$ cat config.mk
export PLATFORM = sky130hd
export DESIGN_NAME = if_fetch_queue
export DESIGN_NICKNAME = d
export VERILOG_FILES = /design/src/rtl/if_fetch_queue_pkg.sv /design/src/rtl/if_fetch_queue_storage.sv /design/src/rtl/if_fetch_queue.sv
export SDC_FILE = /design/constraint.sdc
export NUM_CORES = 1
export LEC_CHECK = 0
export CAP_MARGIN = 20
export CORE_MARGIN = 5
export CORE_UTILIZATION = 57
export DETAILED_ROUTE_END_ITERATION = 6
export PLACE_DENSITY_LB_ADDON = 0.08
export SLEW_MARGIN = 20
export SYNTH_ARGS = -nofsm -noshare
export SYNTH_HDL_FRONTEND = slang
export SYNTH_SLANG_ARGS = --single-unit
$ cat constraint.sdc
create_clock -name clk -period 14.44 [get_ports clk]
set_input_delay 2.888 -clock clk [delete_from_list [all_inputs] [get_ports clk]]
set_output_delay 2.888 -clock clk [all_outputs]
set_load 0.01 [all_outputs]
$ cat src/rtl/if_fetch_queue_pkg.sv
// Shared definitions for the instruction-fetch queue: NOP encoding and
// default PC step used by the fetch front end and its storage.
package if_fetch_queue_pkg;

    // Canonical RV32 NOP (addi x0, x0, 0) presented to decode when empty
    localparam logic [31:0] NOP_INSTR   = 32'h0000_0013;

    // Default sequential PC increment for 32-bit instructions
    localparam int unsigned DEF_PC_STEP = 4;

endpackage

$ cat src/rtl/if_fetch_queue_storage.sv
// Circular buffer for the fetch queue: DEPTH entries of W bits with
// head/tail pointers and an occupancy count. The head entry is read
// combinationally. A clear wins over push and pop in the same cycle.
module ifq_storage #(
    parameter int DEPTH = 4,
    parameter int W     = 64
) (
    input  logic                     clk,
    input  logic                     rst,
    input  logic                     clear,
    input  logic                     push,
    input  logic [W-1:0]             push_data,
    input  logic                     pop,
    output logic [W-1:0]             head_data,
    output logic [$clog2(DEPTH):0]   count
);
    localparam int PW = $clog2(DEPTH);
    localparam int CW = PW + 1;

    logic [W-1:0]  mem_r [DEPTH];
    logic [PW-1:0] head_r;
    logic [PW-1:0] tail_r;
    logic [CW-1:0] count_r;

    // Entry array: write the tail slot on push (clear only moves pointers)
    always_ff @(posedge clk or posedge rst) begin
        if (rst) begin
            for (int i = 0; i < DEPTH; i++) begin
                mem_r[i] <= {W{1'b0}};
            end
        end else if (push && !clear) begin
            mem_r[tail_r] <= push_data;
        end else begin
            mem_r[tail_r] <= mem_r[tail_r];
        end
    end

    // Pointer and occupancy bookkeeping; pointers wrap modulo DEPTH
    always_ff @(posedge clk or posedge rst) begin
        if (rst) begin
            head_r  <= {PW{1'b0}};
            tail_r  <= {PW{1'b0}};
            count_r <= {CW{1'b0}};
        end else if (clear) begin
            head_r  <= {PW{1'b0}};
            tail_r  <= {PW{1'b0}};
            count_r <= {CW{1'b0}};
        end else begin
            if (push) begin
                tail_r <= tail_r + PW'(1);
            end
            if (pop) begin
                head_r <= head_r + PW'(1);
            end
            case ({push, pop})
                2'b10:   count_r <= count_r + CW'(1);
                2'b01:   count_r <= count_r - CW'(1);
                default: count_r <= count_r;
            endcase
        end
    end

    assign head_data = mem_r[head_r];
    assign count     = count_r;

endmodule

$ cat src/rtl/if_fetch_queue.sv
// Instruction-fetch front end: owns the fetch PC, issues reads to a
// 1-cycle-latency instruction memory and buffers {instr, pc} in a queue
// that decode drains over valid/ready. Redirect flushes and refetches.
// Optional build macro FETCH_STATS_EN adds saturating stall and
// redirect counters (o_stall_cnt, o_redirect_cnt).
module if_fetch_queue
    import if_fetch_queue_pkg::*;
#(
    parameter int          NB_PC    = 32,
    parameter int          NB_INSTR = 32,
    parameter int          DEPTH    = 4,
    parameter logic [31:0] RESET_PC = 32'h0000_0000,
    parameter int          PC_STEP  = DEF_PC_STEP
`ifdef FETCH_STATS_EN
    ,
    parameter int          NB_CNT   = 16
`endif
) (
    input  logic                     clk,
    input  logic                     i_rst,
    input  logic                     i_en,
    input  logic                     i_redirect,
    input  logic [NB_PC-1:0]         i_redirect_pc,
    output logic [NB_PC-1:0]         o_imem_raddr,
    output logic                     o_imem_ren,
    input  logic [NB_INSTR-1:0]      i_imem_data,
    output logic                     o_valid,
    input  logic                     i_ready,
    output logic [NB_INSTR-1:0]      o_instr,
    output logic [NB_PC-1:0]         o_pc,
    output logic [NB_PC-1:0]         o_pc_next,
    output logic [$clog2(DEPTH):0]   o_count
`ifdef FETCH_STATS_EN
    ,
    output logic [NB_CNT-1:0]        o_stall_cnt,
    output logic [NB_CNT-1:0]        o_redirect_cnt
`endif
);
    localparam int CW = $clog2(DEPTH) + 1;
    localparam int EW = NB_INSTR + NB_PC;

    logic [NB_PC-1:0]    fetch_pc_r;
    logic                inflight_r;
    logic [NB_PC-1:0]    inflight_pc_r;

    logic [CW-1:0]       count_s;
    logic                valid_s;
    logic                pop_s;
    logic                push_s;
    logic                issue_s;
    logic [CW:0]         credit_s;
    logic [EW-1:0]       head_s;
    logic [NB_INSTR-1:0] head_instr_s;
    logic [NB_PC-1:0]    head_pc_s;

    ifq_storage #(
        .DEPTH (DEPTH),
        .W     (EW)
    ) u_storage (
        .clk       (clk),
        .rst       (i_rst),
        .clear     (i_redirect),
        .push      (push_s),
        .push_data ({i_imem_data, inflight_pc_r}),
        .pop       (pop_s),
        .head_data (head_s),
        .count     (count_s)
    );

    // Handshake and credit: a read is only issued when the queue is sure
    // to have room for it, counting the response already in flight.
    always_comb begin
        valid_s  = (count_s != CW'(0));
        pop_s    = valid_s & i_ready & i_en & ~i_redirect;
        // The memory answers regardless of i_en, so the response is kept
        push_s   = inflight_r & ~i_redirect;
        credit_s = (CW+1)'(count_s) + (CW+1)'(inflight_r) - (CW+1)'(pop_s);
        if (credit_s < (CW+1)'(DEPTH)) begin
            issue_s = ~i_rst & i_en & ~i_redirect;
        end else begin
            issue_s = 1'b0;
        end
    end

    // Fetch PC and in-flight tracking; redirect discards the pending read
    always_ff @(posedge clk or posedge i_rst) begin
        if (i_rst) begin
            fetch_pc_r    <= NB_PC'(RESET_PC);
            inflight_r    <= 1'b0;
            inflight_pc_r <= {NB_PC{1'b0}};
        end else if (i_redirect) begin
            fetch_pc_r    <= i_redirect_pc;
            inflight_r    <= 1'b0;
            inflight_pc_r <= inflight_pc_r;
        end else if (issue_s) begin
            fetch_pc_r    <= fetch_pc_r + NB_PC'(PC_STEP);
            inflight_r    <= 1'b1;
            inflight_pc_r <= fetch_pc_r;
        end else begin
            fetch_pc_r    <= fetch_pc_r;
            inflight_r    <= 1'b0;
            inflight_pc_r <= inflight_pc_r;
        end
    end

    // Head presentation: a NOP with zero PCs whenever the queue is empty
    always_comb begin
        head_instr_s = head_s[EW-1:NB_PC];
        head_pc_s    = head_s[NB_PC-1:0];
        if (valid_s) begin
            o_instr   = head_instr_s;
            o_pc      = head_pc_s;
            o_pc_next = head_pc_s + NB_PC'(PC_STEP);
        end else begin
            o_instr   = NB_INSTR'(NOP_INSTR);
            o_pc      = {NB_PC{1'b0}};
            o_pc_next = {NB_PC{1'b0}};
        end
    end

    assign o_imem_raddr = fetch_pc_r;
    assign o_imem_ren   = issue_s;
    assign o_valid      = valid_s;
    assign o_count      = count_s;

`ifdef FETCH_STATS_EN
    logic [NB_CNT-1:0] stall_cnt_r;
    logic [NB_CNT-1:0] redirect_cnt_r;

    // Saturating counters: empty-while-enabled cycles and redirect cycles
    always_ff @(posedge clk or posedge i_rst) begin
        if (i_rst) begin
            stall_cnt_r    <= {NB_CNT{1'b0}};
            redirect_cnt_r <= {NB_CNT{1'b0}};
        end else begin
            if (i_en && !valid_s && (stall_cnt_r != {NB_CNT{1'b1}})) begin
                stall_cnt_r <= stall_cnt_r + NB_CNT'(1);
            end else begin
                stall_cnt_r <= stall_cnt_r;
            end
            if (i_redirect && (redirect_cnt_r != {NB_CNT{1'b1}})) begin
                redirect_cnt_r <= redirect_cnt_r + NB_CNT'(1);
            end else begin
                redirect_cnt_r <= redirect_cnt_r;
            end
        end
    end

    assign o_stall_cnt    = stall_cnt_r;
    assign o_redirect_cnt = redirect_cnt_r;
`endif

endmodule

==> results of run 1 <==
-- registers in the layout, summed over array words and instances, names as in the netlist --
name and flops:
u_storage.count 3, inflight_r 1, o_imem_raddr 32, u_storage.mem_r 256, u_storage.tail_r 2, inflight_pc_r 32
u_storage.head_r 2
-- kinds of logic after synthesis --
kind of cell	share of synthesized area [%]
compound gates	9.77
xor+xnor	2.02
fa+ha+maj	0.765
buf+inv	3.38
flops	47.4
mux	20.9
simple gates	15.8
-- cells in the final DEF, fill, tap and decap left out, drive strengths merged, types with 12 or more instances in the layout --
master,count
clkinv,15
o21ai,34
nor2,308
nand2,143
buf,18
clkbuf,47
and2,71
inv,17
xnor2,21
mux4,128
xor2,19
o311ai,12
a21oi,261
dfrtp,328
nand3,25
mux2i,66
clkdlybuf4s50,200
-- worst max-delay path: stages --
cell and delay [ns]:
clkdlybuf4s50_1 0.49, nand3_1 0.22, nor2_1 0.16, ha_1 0.16, inv_1 0.05, ha_1 0.26
and3b_1 0.17, o21a_1 0.20, o2111ai_4 0.19, buf_4 0.57, inv_2 0.07, clkdlybuf4s50_1 0.50
-- layer usage --
layer	up-vias	track usage [%]	wire length, µm
met2	468	43.1	21500
met3	65	3.77	2760
li1	6083	-	-
met1	6700	37.8	18900
met5	-	0	0
met4	0	6.92	925
-- area by class of cell --
type	instances	area (µm²)	share of cell area, %
flip-flops and latches	328	8220	39.8
repair buffers	218	2140	10.4
clock buffers	47	993	4.80
multi-input cells	1174	8610	41.7
clock inverters	17	146	0.708
inverters	17	71.3	0.345
well taps	390	488	2.36
-- worst min-delay path by stage --
stage / endpoint / slack, ns / from / depth (start not counted)
floorplan: inflight_pc_r[0] / 0.45 / inflight_pc_r[0] / 2
global placement: inflight_pc_r[4] / 0.46 / inflight_pc_r[4] / 2
detailed placement: inflight_pc_r[11] / 0.47 / inflight_pc_r[11] / 2
CTS: inflight_pc_r[11] / 0.48 / inflight_pc_r[11] / 2
global route: inflight_pc_r[25] / 0.51 / inflight_pc_r[25] / 2
finish: inflight_pc_r[11] / 0.48 / inflight_pc_r[11] / 2
-- report_power, final --
group,internal (µW),switching [µW]
logic,617,599
registers,1190,225
clock network,523,367
total,2330,1190
-- per-stage QoR --
step,util [%],hold WS [ns]
2_1_floorplan,-,0.445
3_3_place_gp,65.5,0.464
3_5_place_dp,65.5,0.470
4_1_cts,69.4,0.485
5_1_grt,69.4,0.513
6_report,69.4,0.484
==> impl_metrics.ini, run 1 <==
[timing]
setup_viol_count_final = 0
fin_crit_ns = 8.87
min_period_over_period_pct = 61.4
skew_ns = 0.0104
finalMaxSlewViolations = 0
relSlewSlack_pct = 37.7
timing.fmax_mhz = 113
worst_pin_slew_ns = 0.934
fin_ws_ns = 5.57
rsz0062_at_grt = no
final_hold_viol_count = 0
setup-tns-final_ns = 0

[placed_design]
io_buffers = 201
placed_cell_area_um2 = 19500
placed_cells = 2127
dp_slack_ns = 5.59
place_hpwl_um = 27400
gp_congestion = 0.829

[clock_network]
cts_tree = done
ctsHoldBuffers = 0
root_buffer = clkbuf_16
postCtsSetupBuffers = 0
htree_levels = 2
clk_latency_ns = 0.51
cts_resized = 0
cts_buffer_depth = 3
clk_pin_slew_ns = 0.06
numCtsBuffers = 36
cts.sinks = 328

[floorplan]
die_h_um = 184
rows = 63
core_area_um2 = 29800
start_util_pct = 58.2
die_w_um = 184
die_area_um2 = 34000
pin_count = 202

[worst_setup_path]
r2r_slack_ns = 10.23
reg2reg_depth = 16
path_class = in2out
cp-startpoint = i_en
endpoint = o_imem_ren
critPathLaunchType = input pin
arrival_ns = 5.98
worst-path-max-fanout = 60
reg2reg_from = u_storage.count[1]
cp-end-kind = primary output
worstPathRequired_ns = 11.55
r2r_end = o_imem_raddr[21]

[routing]
drt_first_pass_iters = 5
first_iter_violations = 1185
wl_per_cell_um = 20.1
via_per_inst = 6.08
drc = 0
ant_nets = 0
routed_wl_um = 44100
vias = 13316

[power_and_ir_drop]
p_leak_uw = 0.00814
ir_drop_uv = 78.6
finalPower_uw = 3520
pwr_density_cell_nw_per_um2 = 170

[layout]
stdcell_count = 2191
fin_area_um2 = 20700
diodes = 0
fillers = 2241
fin_nets = 1854
syn2layout_area_growth_pct = 19.3
drive_above_1_share_pct = 12.8

[logic_synthesis]
ys_warn_count = 0
netlist_area_um2 = 17300
yosysSeqAreaShare_pct = 47.4
synth_top_area_cell = dfrtp_1
yosys.area.top_type_share_pct = 47.4
synth.distinct_cells = 55
synth_edf_count = 0
yosys.cell_count.top_type = dfrtp_1
synth_seq_cells = 328
async_flop_share_pct = 100
syn_nets = 1719
synthCells = 1640
post_synth.cell_area_avg_um2 = 10.6
ys_top_cells_by_count = dfrtp_1, nor2_1, a21oi_1, nand2_1, mux4_2
netlist_top_cells_area = dfrtp_1, mux4_2, a21oi_1
ys.flop_type = dfrtp_1

[worst_hold_path]
min_path_type = reg2reg

[grt]
antenna_found_initial = 0
grt_overflow = 0
grt_use_total_pct = 26.4
grt_pass1_wl_um = 72600
grt_max_degree = 103
grt_pass1_vias = 13757

[status]
outcome = complete, no violations

[run]
maxCapViolations = 0
(Power assumes the default switching activity.)
==> inputs of run 2 (changes only) <==
CORE_UTILIZATION = 51   (was 57)
clock period = 7.2 ns   (was 14.44 ns; I/O delays follow)
==> run 2 against run 1 <==
  * Via count shrank 2.2%
  * Clock power grew 120%
  * Sequential share of layout area shrank 0.46 points
  * Register-to-register slack lost 7.0 ns
  * Critical path type unchanged
  * Cell count grew 2.9%
  * Clock skew shrank 0.00069 ns
  * Die area grew 11%
  * Largest cell class unchanged
==> impl_metrics.ini, run 2 (synthesized netlist as in run 1, its figures left out) <==
[clock_network]
cts_tree = done
htree_levels = 2
ctsHoldBuffers = 0
cts.sinks = 328
postCtsSetupBuffers = 0
clk_latency_ns = 0.52
numCtsBuffers = 38
root_buffer = clkbuf_16
cts_resized = 0
clk_pin_slew_ns = 0.06
cts_buffer_depth = 3

[placed_design]
io_buffers = 201
place_hpwl_um = 27500
placed_cells = 2186
gp_congestion = 0.794

[worst_setup_path]
path_cells = clkdlybuf4s50_1 > nand3_1 > nor2_1 > ha_1 > inv_1 > ha_1 > and3b_1 > nor3_1 > o2111ai_4 > inv_2 > clkdlybuf4s50_1
cp-startpoint = i_en
crit_slowest_cell = clkdlybuf4s50_1
path_class = in2out
reg2reg_from = u_storage.count[1]
r2r_slack_ns = 3.19
critPathBufInv = 4
arrival_ns = 4.15
cp_top_family = buffers and inverters
critPathLaunchType = input pin
r2r_end = o_imem_raddr[21]
endpoint = o_imem_ren
cpPeakStageDelay_ns = 0.54
cp_num_cells = 11
cp-end-kind = primary output
reg2reg_depth = 16
worst-path-max-fanout = 6
worstPathRequired_ns = 5.76

[timing]
rsz0062_at_grt = no
setup_viol_count_final = 0
hold-worst-slack_ns = 0.474
finalMaxSlewViolations = 0
worst_pin_slew_ns = 1.08
min_period_over_period_pct = 77.6
skew_ns = 0.00967
setup-tns-final_ns = 0
relSlewSlack_pct = 27.7
timing.fmax_mhz = 179
fin_crit_ns = 5.59
final_hold_viol_count = 0

[floorplan]
die_w_um = 194
die_area_um2 = 37800
core_area_um2 = 33500
start_util_pct = 51.7
rows = 67
die_h_um = 194
pin_count = 202

[layout]
syn2layout_area_growth_pct = 20.7
stdcell_count = 2255
drive_above_1_share_pct = 13.4
fillers = 2776
diodes = 0
fin_nets = 1857
layout_commonest_cell = dfrtp_1
final_cell_mix = dfrtp_1, nor2_1, a21oi_1
largest_register_ffs = 256
regMostFlops = u_storage.mem_r

[worst_hold_path]
min_path_type = reg2reg

[power_and_ir_drop]
pwr_density_cell_nw_per_um2 = 345
ir_drop_uv = 168
finalPower_uw = 7210
p_leak_uw = 0.00821

[routing]
vias = 13027
via_per_inst = 5.78
wl_per_cell_um = 19.8
routed_wl_um = 44700
drc = 0
ant_nets = 0
first_iter_violations = 841
drt_first_pass_iters = 5

[grt]
grt_overflow = 0
grt_use_total_pct = 23.5
antenna_found_initial = 0
grt_pass1_vias = 13408
grt_pass1_wl_um = 72900
grt_max_degree = 171

[status]
outcome = complete, no violations

[run]
maxCapViolations = 0
run 2: cell types whose count changed in the layout (fill, tap and decap cells not counted), sizes merged:
cell | before | now
clkinv | 15 | 14
bufinv | 2 | 3
clkinvlp | 0 | 6
buf | 18 | 19
inv | 17 | 16
run 2: worst min-delay path by stage:
stage / startpoint / endpoint / slack [ns] / cells past startpoint
2_1_floorplan: inflight_pc_r[0] / inflight_pc_r[0] / 0.45 / 2
3_3_place_gp: inflight_pc_r[24] / inflight_pc_r[24] / 0.46 / 2
3_5_place_dp: inflight_pc_r[17] / inflight_pc_r[17] / 0.47 / 2
4_1_cts: inflight_pc_r[17] / inflight_pc_r[17] / 0.48 / 2
5_1_grt: inflight_pc_r[3] / inflight_pc_r[3] / 0.52 / 2
6_report: inflight_pc_r[17] / inflight_pc_r[17] / 0.47 / 2
run 2: cell type report:
class / instances / area (µm²) / area share, %
clock inverters: 22 / 201 / 0.963
repair buffers: 219 / 2150 / 10.3
multi-input cells: 1174 / 8610 / 41.2
inverters: 17 / 67.6 / 0.323
clock buffers: 47 / 1100 / 5.25
well taps: 448 / 561 / 2.68
flip-flops and latches: 328 / 8220 / 39.3
run 2: per-layer routing:
metal	up-vias	wire length (µm)	track usage [%]
met5	-	0	0
met2	397	21700	39.0
li1	6105	-	-
met4	0	1040	6.20
met1	6456	19600	32.7
met3	69	2330	3.91
run 2: worst reg2reg max path: cells and delay by family (launching register included):
kind                       cells  cell delay [ns]
AOI/OAI and AO/OA              4             0.85
adders and majority gates      2             0.40
buffers and inverters          5             0.87
DFF                            1             0.46
and+or+nand+nor                5             1.32
run 2: through the flow:
| step | util [%] | area (µm²) | setup WS (ns) |
|---|---|---|---|
| floorplan | - | 17300 | 1.38 |
| global placement | 58.5 | 19600 | 1.69 |
| detailed placement | 58.5 | 19600 | 1.63 |
| CTS | 62.4 | 20900 | 1.61 |
| global route | 62.4 | 20900 | 1.42 |
| finish | 62.4 | 20900 | 1.61 |
run 2: power by group:
part	switching [µW]	internal [µW]
Sequential	451	2380
Combinational	1180	1240
Clock	763	1190
Total	2400	4810
==> inputs of run 3 (changes only) <==
clock period = 4.5 ns   (was 7.2 ns; I/O delays follow)
==> run 3 against run 2 <==
  * Clock skew up 0.0051 ns
  * Critical path depth is the same
  * Register-to-register slack got worse by 2.2 ns
  * Via count increased by 0.72%
  * Core utilization is 0.45 points higher
  * Clock-buffer cell count grew 4
  * Die area stayed put
  * Clock power increased by 53%
  * Non-clock buffer count increased by 17
  * Combinational power increased by 62%
  * Setup slack worse by 1.5 ns
  * Critical path type unchanged
  * Critical endpoint unchanged
==> impl_metrics.ini, run 3 (synthesized netlist as in run 1, its figures left out) <==
[layout]
layout_commonest_cell = dfrtp_1
regMostFlops = u_storage.mem_r
fillers = 2718
diodes = 0
final_util_pct = 62.8
final_cell_mix = dfrtp_1, nor2_1, a21oi_1
fin_nets = 1872
syn2layout_area_growth_pct = 21.6
drive_above_1_share_pct = 13.8
largest_register_ffs = 256
stdcell_count = 2265

[placed_design]
placed_cells = 2200
gp_congestion = 0.813
dp_slack_ns = 0.147
io_buffers = 201
place_hpwl_um = 28700

[status]
outcome = complete, no violations

[worst_setup_path]
cp-end-kind = primary output
path_cells = clkdlybuf4s50_1 > nand3_1 > nor2_1 > ha_1 > inv_1 > ha_1 > and3b_1 > nor3_1 > o2111ai_4 > inv_2 > clkdlybuf4s50_1
critPathLaunchType = input pin
path_class = in2out
cpPeakStageDelay_ns = 0.54
worst-path-max-fanout = 3
crit_slowest_cell = clkdlybuf4s50_1
worstPathRequired_ns = 3.60
arrival_ns = 3.49

[power_and_ir_drop]
ir_drop_uv = 247
p_leak_uw = 0.00829
pwr_density_cell_nw_per_um2 = 543

[clock_network]
htree_levels = 2
cts_buffer_depth = 3
cts_tree = done
clk_latency_ns = 0.51
root_buffer = clkbuf_16
cts.sinks = 328
clk_pin_slew_ns = 0.06
numCtsBuffers = 36
ctsHoldBuffers = 0

[grt]
grt_pass1_wl_um = 73200
grt_max_degree = 90
grt_pass1_vias = 13194
antenna_found_initial = 0
grt_use_total_pct = 23.6
grt_overflow = 0

[timing]
finalMaxSlewViolations = 0
rsz0062_at_grt = no
fin_crit_ns = 4.39
skew_ns = 0.0148
fin_ws_ns = 0.107
relSlewSlack_pct = 37.6
timing.fmax_mhz = 228
setup_viol_count_final = 0
final_hold_viol_count = 0
min_period_over_period_pct = 97.6
worst_pin_slew_ns = 0.928

[floorplan]
die_h_um = 194
die_w_um = 194
rows = 67
start_util_pct = 51.7
core_area_um2 = 33500
die_area_um2 = 37800
pin_count = 202

[routing]
ant_nets = 0
vias = 13121
wl_per_cell_um = 19.8
via_per_inst = 5.79
first_iter_violations = 850
drt_first_pass_iters = 5
drc = 0
routed_wl_um = 44900

[run]
maxCapViolations = 0

[worst_hold_path]
min_path_type = reg2reg
## run 3: cell types whose count changed in the layout (fill, tap and decap cells not counted)
cell / before / now
and4_1: 4 / 3
clkinv_2: 13 / 7
clkinv_4: 1 / 0
clkbuf_16: 41 / 37
clkinvlp_4: 6 / 2
clkbuf_1: 1 / 5
buf_4: 17 / 24
and4_2: 0 / 1
buf_12: 1 / 10
buf_8: 0 / 1
clkbuf_8: 5 / 9
## run 3: what timing repair did
item | in CTS | in global routing
buffers inserted | 1 | 2
pin swaps | 1 | 1
resized for setup | 0 | 1
setup endpoints to repair | 4 | 5
## run 3: critical path, delay by kind of cell
kind | cells | cell delay, ns
buffers and inverters | 4 | 1.21
AND/OR/NAND/NOR | 4 | 0.74
AO/OA/AOI/OAI | 1 | 0.22
adder cells (fa/ha/maj) | 2 | 0.41
## run 3: cell type report
type | instances | area, µm² | share of cell area (%)
Multi-Input combinational cell | 1174 | 8610 | 40.9
Sequential cell | 328 | 8220 | 39.0
Timing Repair Buffer | 236 | 2400 | 11.4
Clock buffer | 51 | 1070 | 5.07
Tap cell | 448 | 561 | 2.66
Clock inverter | 11 | 133 | 0.629
Inverter | 17 | 67.6 | 0.321
## run 3: per-layer routing
metal	routed length [µm]	GRT usage, %	vias to the layer above
li1	-	-	6124
met1	19700	33.7	6570
met2	21900	38.8	359
met3	2260	3.29	68
met4	1000	6.12	0
met5	0	0	-
## run 3: metrics by stage
step	instance area (µm²)	hold WS [ns]	power, µW	setup TNS [ns]
after detailed placement	19800	0.468	8480	0
after global placement	19800	0.464	8340	0
after CTS	21000	0.481	11500	0
after global routing	21100	0.501	12100	0
final	21100	0.477	11400	0
after floorplan	17300	0.445	7020	-255.41
## run 3: power breakdown
group / switching, µW / leakage [µW] / internal, µW
logic: 1910 / 0.00433 / 2010
registers: 715 / 0.00336 / 3810
clock network: 1180 / 0.000596 / 1820
## run 3: worst paths after layout
path,to,slack (ns),cells after the start,start
max in group asynchronous,u_storage.mem_r[55],2.69,3,i_rst
min reg2reg,inflight_pc_r[27],0.48,2,inflight_pc_r[27]
max,o_imem_ren,0.11,11,i_en
min in group asynchronous,u_storage.mem_r[238],0.91,2,i_rst
max reg2reg,o_imem_raddr[15],0.95,15,u_storage.count[1]
min,inflight_pc_r[27],0.48,2,inflight_pc_r[27]
